`src/rtl/cursor_select.sv`:
```
// cursor_select: input stage in front of the cat-trap game FSM.
// Synchronizes and debounces the five board buttons, keeps a wrapping
// cursor over the board and issues valid/ready placement requests.
// Optional feature macro: CURSOR_AUTO_REPEAT_EN (auto-repeat of held
// direction buttons every REPEAT_CYCLES).
module cursor_select #(
  parameter int ROWS            = 6,
  parameter int COLS            = 7,
  parameter int DEBOUNCE_CYCLES = 500000,
  parameter int REPEAT_CYCLES   = 25000000
) (
  input  logic       Clk,
  input  logic       Reset,
  input  logic       enable,
  input  logic       Up_b,
  input  logic       Down_b,
  input  logic       Left_b,
  input  logic       Right_b,
  input  logic       Center_b,
  input  logic       cell_blocked,
  input  logic       place_ready,
  output logic       place_valid,
  output logic [3:0] place_row,
  output logic [3:0] place_col,
  output logic [3:0] cursor_row,
  output logic [3:0] cursor_col,
  output logic       place_reject
);

  localparam int NBTN       = 5;
  localparam int BTN_UP     = 0;
  localparam int BTN_DOWN   = 1;
  localparam int BTN_LEFT   = 2;
  localparam int BTN_RIGHT  = 3;
  localparam int BTN_CENTER = 4;

  localparam int CNT_W = $clog2(DEBOUNCE_CYCLES + 1);
  localparam logic [CNT_W-1:0] CNT_LAST = CNT_W'(DEBOUNCE_CYCLES - 1);

  localparam logic [3:0] ROW_LAST = 4'(ROWS - 1);
  localparam logic [3:0] COL_LAST = 4'(COLS - 1);

  typedef enum logic [1:0] {
    DEB_IDLE,
    DEB_CONFIRM_HI,
    DEB_HELD,
    DEB_CONFIRM_LO
  } deb_state_e;

  logic [NBTN-1:0] raw;
  logic [NBTN-1:0] sync1_q;
  logic [NBTN-1:0] sync2_q;
  logic [NBTN-1:0] press_q;
  deb_state_e      state_q [NBTN];
  logic [CNT_W-1:0] cnt_q  [NBTN];

  logic [3:0] step;

  logic       valid_q, valid_d;
  logic [3:0] prow_q, prow_d;
  logic [3:0] pcol_q, pcol_d;
  logic [3:0] crow_q, crow_d;
  logic [3:0] ccol_q, ccol_d;
  logic       reject_q, reject_d;

  assign raw = {Center_b, Right_b, Left_b, Down_b, Up_b};

  // Two-flop synchronizers feeding one debounce FSM per button; a press
  // pulse fires once when a high level has been confirmed long enough.
  always_ff @(posedge Clk) begin
    if (Reset) begin
      sync1_q <= '0;
      sync2_q <= '0;
      press_q <= '0;
      for (int i = 0; i < NBTN; i++) begin
        state_q[i] <= DEB_IDLE;
        cnt_q[i]   <= '0;
      end
    end else begin
      sync1_q <= raw;
      sync2_q <= sync1_q;
      for (int i = 0; i < NBTN; i++) begin
        press_q[i] <= 1'b0;
        case (state_q[i])
          DEB_IDLE: begin
            if (sync2_q[i]) begin
              state_q[i] <= DEB_CONFIRM_HI;
              cnt_q[i]   <= '0;
            end
          end
          DEB_CONFIRM_HI: begin
            if (!sync2_q[i]) begin
              state_q[i] <= DEB_IDLE;
            end else if (cnt_q[i] == CNT_LAST) begin
              state_q[i] <= DEB_HELD;
              press_q[i] <= 1'b1;
            end else begin
              cnt_q[i] <= cnt_q[i] + 1'b1;
            end
          end
          DEB_HELD: begin
            if (!sync2_q[i]) begin
              state_q[i] <= DEB_CONFIRM_LO;
              cnt_q[i]   <= '0;
            end
          end
          DEB_CONFIRM_LO: begin
            if (sync2_q[i]) begin
              state_q[i] <= DEB_HELD;
            end else if (cnt_q[i] == CNT_LAST) begin
              state_q[i] <= DEB_IDLE;
            end else begin
              cnt_q[i] <= cnt_q[i] + 1'b1;
            end
          end
          default: begin
            state_q[i] <= DEB_IDLE;
            cnt_q[i]   <= '0;
          end
        endcase
      end
    end
  end

`ifdef CURSOR_AUTO_REPEAT_EN
  localparam int RPT_W = $clog2(REPEAT_CYCLES + 1);
  localparam logic [RPT_W-1:0] RPT_LAST = RPT_W'(REPEAT_CYCLES - 1);

  logic [RPT_W-1:0] rptCnt_q [4];
  logic [3:0]       rpt_q;

  // While a direction button stays held, emit an extra step pulse every
  // REPEAT_CYCLES; the count restarts whenever the button leaves HELD.
  always_ff @(posedge Clk) begin
    if (Reset) begin
      rpt_q <= '0;
      for (int i = 0; i < 4; i++) begin
        rptCnt_q[i] <= '0;
      end
    end else begin
      for (int i = 0; i < 4; i++) begin
        rpt_q[i] <= 1'b0;
        if (state_q[i] == DEB_HELD) begin
          if (rptCnt_q[i] == RPT_LAST) begin
            rpt_q[i]    <= 1'b1;
            rptCnt_q[i] <= '0;
          end else begin
            rptCnt_q[i] <= rptCnt_q[i] + 1'b1;
          end
        end else begin
          rptCnt_q[i] <= '0;
        end
      end
    end
  end

  assign step = press_q[3:0] | rpt_q;
`else
  assign step = press_q[3:0];
`endif

  // Cursor movement, placement request and handshake; only one action per
  // cycle, Center first, and all presses are dropped while a request waits.
  always_comb begin
    valid_d  = valid_q;
    prow_d   = prow_q;
    pcol_d   = pcol_q;
    crow_d   = crow_q;
    ccol_d   = ccol_q;
    reject_d = 1'b0;
    if (valid_q) begin
      if (!enable || place_ready) begin
        valid_d = 1'b0;
      end
    end else if (enable) begin
      if (press_q[BTN_CENTER]) begin
        if (cell_blocked) begin
          reject_d = 1'b1;
        end else begin
          valid_d = 1'b1;
          prow_d  = crow_q;
          pcol_d  = ccol_q;
        end
      end else if (step[BTN_UP]) begin
        crow_d = (crow_q == 4'd0) ? ROW_LAST : crow_q - 4'd1;
      end else if (step[BTN_DOWN]) begin
        crow_d = (crow_q == ROW_LAST) ? 4'd0 : crow_q + 4'd1;
      end else if (step[BTN_LEFT]) begin
        ccol_d = (ccol_q == 4'd0) ? COL_LAST : ccol_q - 4'd1;
      end else if (step[BTN_RIGHT]) begin
        ccol_d = (ccol_q == COL_LAST) ? 4'd0 : ccol_q + 4'd1;
      end
    end
  end

  // Register cursor, request and reject state.
  always_ff @(posedge Clk) begin
    if (Reset) begin
      valid_q  <= 1'b0;
      prow_q   <= '0;
      pcol_q   <= '0;
      crow_q   <= '0;
      ccol_q   <= '0;
      reject_q <= 1'b0;
    end else begin
      valid_q  <= valid_d;
      prow_q   <= prow_d;
      pcol_q   <= pcol_d;
      crow_q   <= crow_d;
      ccol_q   <= ccol_d;
      reject_q <= reject_d;
    end
  end

  assign place_valid  = valid_q;
  assign place_row    = prow_q;
  assign place_col    = pcol_q;
  assign cursor_row   = crow_q;
  assign cursor_col   = ccol_q;
  assign place_reject = reject_q;

endmodule
```
`config.mk`:
```
export PLATFORM = sky130hd
export DESIGN_NAME = cursor_select
export DESIGN_NICKNAME = d
export VERILOG_FILES = /design/src/rtl/cursor_select.sv
export SDC_FILE = /design/constraint.sdc
export NUM_CORES = 1
export LEC_CHECK = 0
export ABC_AREA = 1
export CELL_PAD_IN_SITES_DETAIL_PLACEMENT = 0
export CELL_PAD_IN_SITES_GLOBAL_PLACEMENT = 1
export CORE_MARGIN = 5
export CORE_UTILIZATION = 30
export DETAILED_ROUTE_END_ITERATION = 16
export PLACE_DENSITY_LB_ADDON = 0.12
export RECOVER_POWER = 50
export SYNTH_ARGS = -nofsm -noshare
export SYNTH_HDL_FRONTEND = slang
export SYNTH_SLANG_ARGS = --single-unit
```
`constraint.sdc`:
```
create_clock -name Clk -period 3.4 [get_ports Clk]
set_input_delay 0.51 -clock Clk [delete_from_list [all_inputs] [get_ports Clk]]
set_output_delay 0.51 -clock Clk [all_outputs]
set_load 0.01 [all_outputs]
```
==> metrics.md <==
| Metric | Value |
|---|---|
| Critical Path AT | `about 2.8 ns` |
| Main synth FF type | `edfxtp_1` |
| Syn nets | `898` |
| Synth Cell Area | `approximately 7700 sq um` |
| DIE WIDTH | `roughly 170 microns` |
| Placement Rows | `58` |
| Share of flip-flops with an asynchronous set or reset | `0` |
| Met1 usage | `0.165` |
| IO Count | `28` |
| Post-Route Utilization | `0.355` |
| VDD IR max | `about 0.25 mV` |
| Setup violations, final | `0` |
| First-pass GRT wire length | `27300 microns` |
| Initial antenna violation count | `0` |
| Cell area after placement | `roughly 8400 sq um` |
| Hold buffer count at CTS | `0` |
| LEAKAGE | `around 3.4 nW` |
| Post CTS Setup Buffer Count | `0` |
| Critical setup path kind | `in2reg` |
| Area grow syn2layout | `16.1%` |
| CTS tree | `built` |
| Area of the multi-input gates | `between 3000 and 4000 sq um` |
| CTS H-Tree Depth | `4` |
| Startpoint types | `input port` |
| Avg Vias per Cell | `roughly 4.5` |
| Worst Hold Depth | `2` |
| Worst hold path class | `reg2reg` |
| Finished Cell Area | `between 8000 and 9000 sq um` |
| Antenna diodes | `0` |
| PD cells | `around 560 nW/um^2` |
| Die H | `roughly 170 microns` |
| Inserted Clock Buffers | `17` |
| Reg-to-Reg Start | `cnt_q[2][0]` |
| EDFF count, synth | `~110` |
| Fin. Hold Viols | `0` |
| Unrepaired setup endpoints after global routing | `no` |
| Hold path start | `sync1_q[1]` |
| Pre-antenna DRT Iters | `7` |
| Clock Skews | `~0.016 ns` |
| Synth top area share | `0.410` |
| Clock slew at reported path FFs | `approximately 0.060 ns` |
| Area leader, netlist | `edfxtp_1` |
| Max-slew headroom | `0.0343` |
| Placed insts | `approximately 1200` |
| Min Tclk post-route | `about 2.7 ns` |
| DPL Wire Length | `11300 microns` |
| Setup ws final | `0.695 ns` |
| M3 GR Usage | `0.0214` |
| Worst Path Required | `between 3 and 4 ns` |
| Slew Viols, Final | `0` |
| Yosys warns | `0` |
| DR DRC count | `0` |
| Setup WS pre-CTS | `approximately 0.62 ns` |
| Max-Cap Viols | `0` |
| Final-layout fill cell count | `roughly 2700` |
| PortBufs | `27` |
| R2R cell count | `7` |
| Share of cells above drive strength 1 | `0.113` |
| Min Hold Slack | `0.402 ns` |
| Sinks on the clock net | `between 100 and 150` |
| R2r setup slk | `1.24 ns` |
| Synth area leaders | `edfxtp_1, nor2_1, dfxtp_1` |
| Vias in the first global route | `around 5500` |
| DR WL/cell | `12.6 microns` |
| CP max FO | `24` |
| TNS Setup | `0 ns` |
| Total grt overflow | `0` |
| Cells after Synth | `about 900` |
| DRT antenna net count | `0` |
| Via count | `5691` |
| End of the worst register-to-register path | `cnt_q[2][10]` |
| Avg Inst Size Synth | `just under 9 sq um` |
| Die Footprint | `between 20000 and 30000 sq um` |
| DRT Wirelength | `~16000 microns` |
| Register area share after synthesis | `0.496` |
| Top Usage Layer GRT | `met2` |
| Grt met2 use | `0.175` |
| Layout Cells excl Fill | `approximately 1300` |
| FF+latch area | `3810 sq um` |
| Tot Pwr | `approximately 5.0 mW` |
| Largest net degree at the start of global routing | `25` |
| Fmax | `between 0.3 and 0.4 GHz` |
| Placer congestion estimate | `between 0.7 and 0.8` |
| Clock root cell | `clkbuf_16` |
| Period utilization | `0.796` |
| GRT Total Usage | `0.116` |
| Status | `completed` |
| Initial Util | `0.305` |
| Post-CTS sizing | `0` |
| Final net count | `941` |
| Distinct cell type count after synthesis | `between 40 and 50` |
| Hold Path Sink | `sync2_q[1]` |
| Worst-Margin Slew | `1.44 ns` |
| Synth Register Bits | `~140` |
| DRT iter0 DRCs | `just under 300` |
| Later-pin clock latency in the skew report | `approximately 0.42 ns` |
| Critical Path End Type | `flop` |
| Longest Clk Path Bufs | `2` |
| Core area | `roughly 25000 sq um` |
[final cells by class]
cell class | count | share of cell area
clock buffers | 18 | 0.0492
clock inverters | 14 | 0.0143
inverters | 116 | 0.0488
multi-input cells | 611 | 0.375
flip-flops and latches | 138 | 0.427
well taps | 330 | 0.0463
repair buffers | 38 | 0.0391
[Yosys cell counts, drive strengths merged (5+ instances only)]
cell,n
nor2,194
nand2,120
inv,116
edfxtp,105
nand3,65
xor2,43
nor3,41
dfxtp,33
o21ai,33
a21oi,26
nand4,22
xnor2,18
buf,10
ha,9
nor3b,8
o21bai,6
nor4,5
[cell usage in the layout (no fill, tap or decap), types with 3 or more instances in the layout]
cell type	n
a31oi_1	4
dlygate4sd3_1	20
a21oi_1	26
clkdlybuf4s50_1	7
edfxtp_1	105
nand3b_1	3
nor3_2	10
nand3_1	55
nor2_4	4
inv_1	103
ha_1	9
a211oi_1	3
nor2_2	12
nor3_1	29
xor2_1	43
nor3b_1	8
xnor2_1	18
nor2_1	178
o21ai_0	31
nand4_1	19
inv_2	11
clkbuf_16	17
o211ai_1	3
inv_8	3
nand2_2	6
o21bai_1	6
buf_4	10
dfxtp_1	33
inv_6	7
nand3_2	9
nand2_1	113
[worst max-delay path by stage]
| stage | startpoint | end | slack, ns | cells past startpoint |
|---|---|---|---|---|
| after floorplan | cnt_q[3][0] | cnt_q[3][0] | 1.04 | 7 |
| after global placement | Reset | cnt_q[0][13] | 0.62 | 9 |
| after detailed placement | Reset | cnt_q[0][12] | 0.62 | 9 |
| after CTS | Reset | cnt_q[0][0] | 1.08 | 9 |
| after global routing | Reset | cnt_q[0][0] | 0.48 | 9 |
| final | Reset | cnt_q[0][0] | 0.69 | 9 |
[power by group]
part / switching [mW] / internal (mW) / total, mW
clock network: 0.818 / 0.987 / 1.80
registers: 0.284 / 2.16 / 2.44
logic: 0.489 / 0.271 / 0.760
[worst max-delay path, cell delays in order]
cell and delay (ns):
dlygate4sd3_1 0.57, inv_1 0.62, nand2_1 0.20, nor2_1 0.19
nand2_1 0.08, nand2_2 0.11, inv_2 0.14, nand3_1 0.10
buf_4 0.26
[layer usage]
metal,share of wire,vias up,routed length (microns)
met5,0,-,0
met4,0.016,0,257
met3,0.028,19,454
met2,0.43,70,6850
met1,0.53,2593,8370
li1,-,3009,-
[registers in the layout, summed over array words and instances (netlist names)]
name / flops
cnt_q: 95
cursor_col: 4
cursor_row: 4
place_col: 4
place_reject: 1
place_row: 4
place_valid: 1
press_q: 5
state_q: 10
sync1_q: 5
sync2_q: 5
[cell families (layout without fill, tap and decap cells)]
group | count (synthesis) | count (layout) | synth area share
buffers and inverters | 130 | 186 | 0.0662
adders and majority gates | 9 | 9 | 0.0146
AOI/OAI and AO/OA | 79 | 79 | 0.0576
xor gates and xnor gates | 61 | 61 | 0.0695
DFF | 138 | 138 | 0.496
and+or+nand+nor | 462 | 462 | 0.296
No activity file was read; power rests on OpenSTA's default activity.
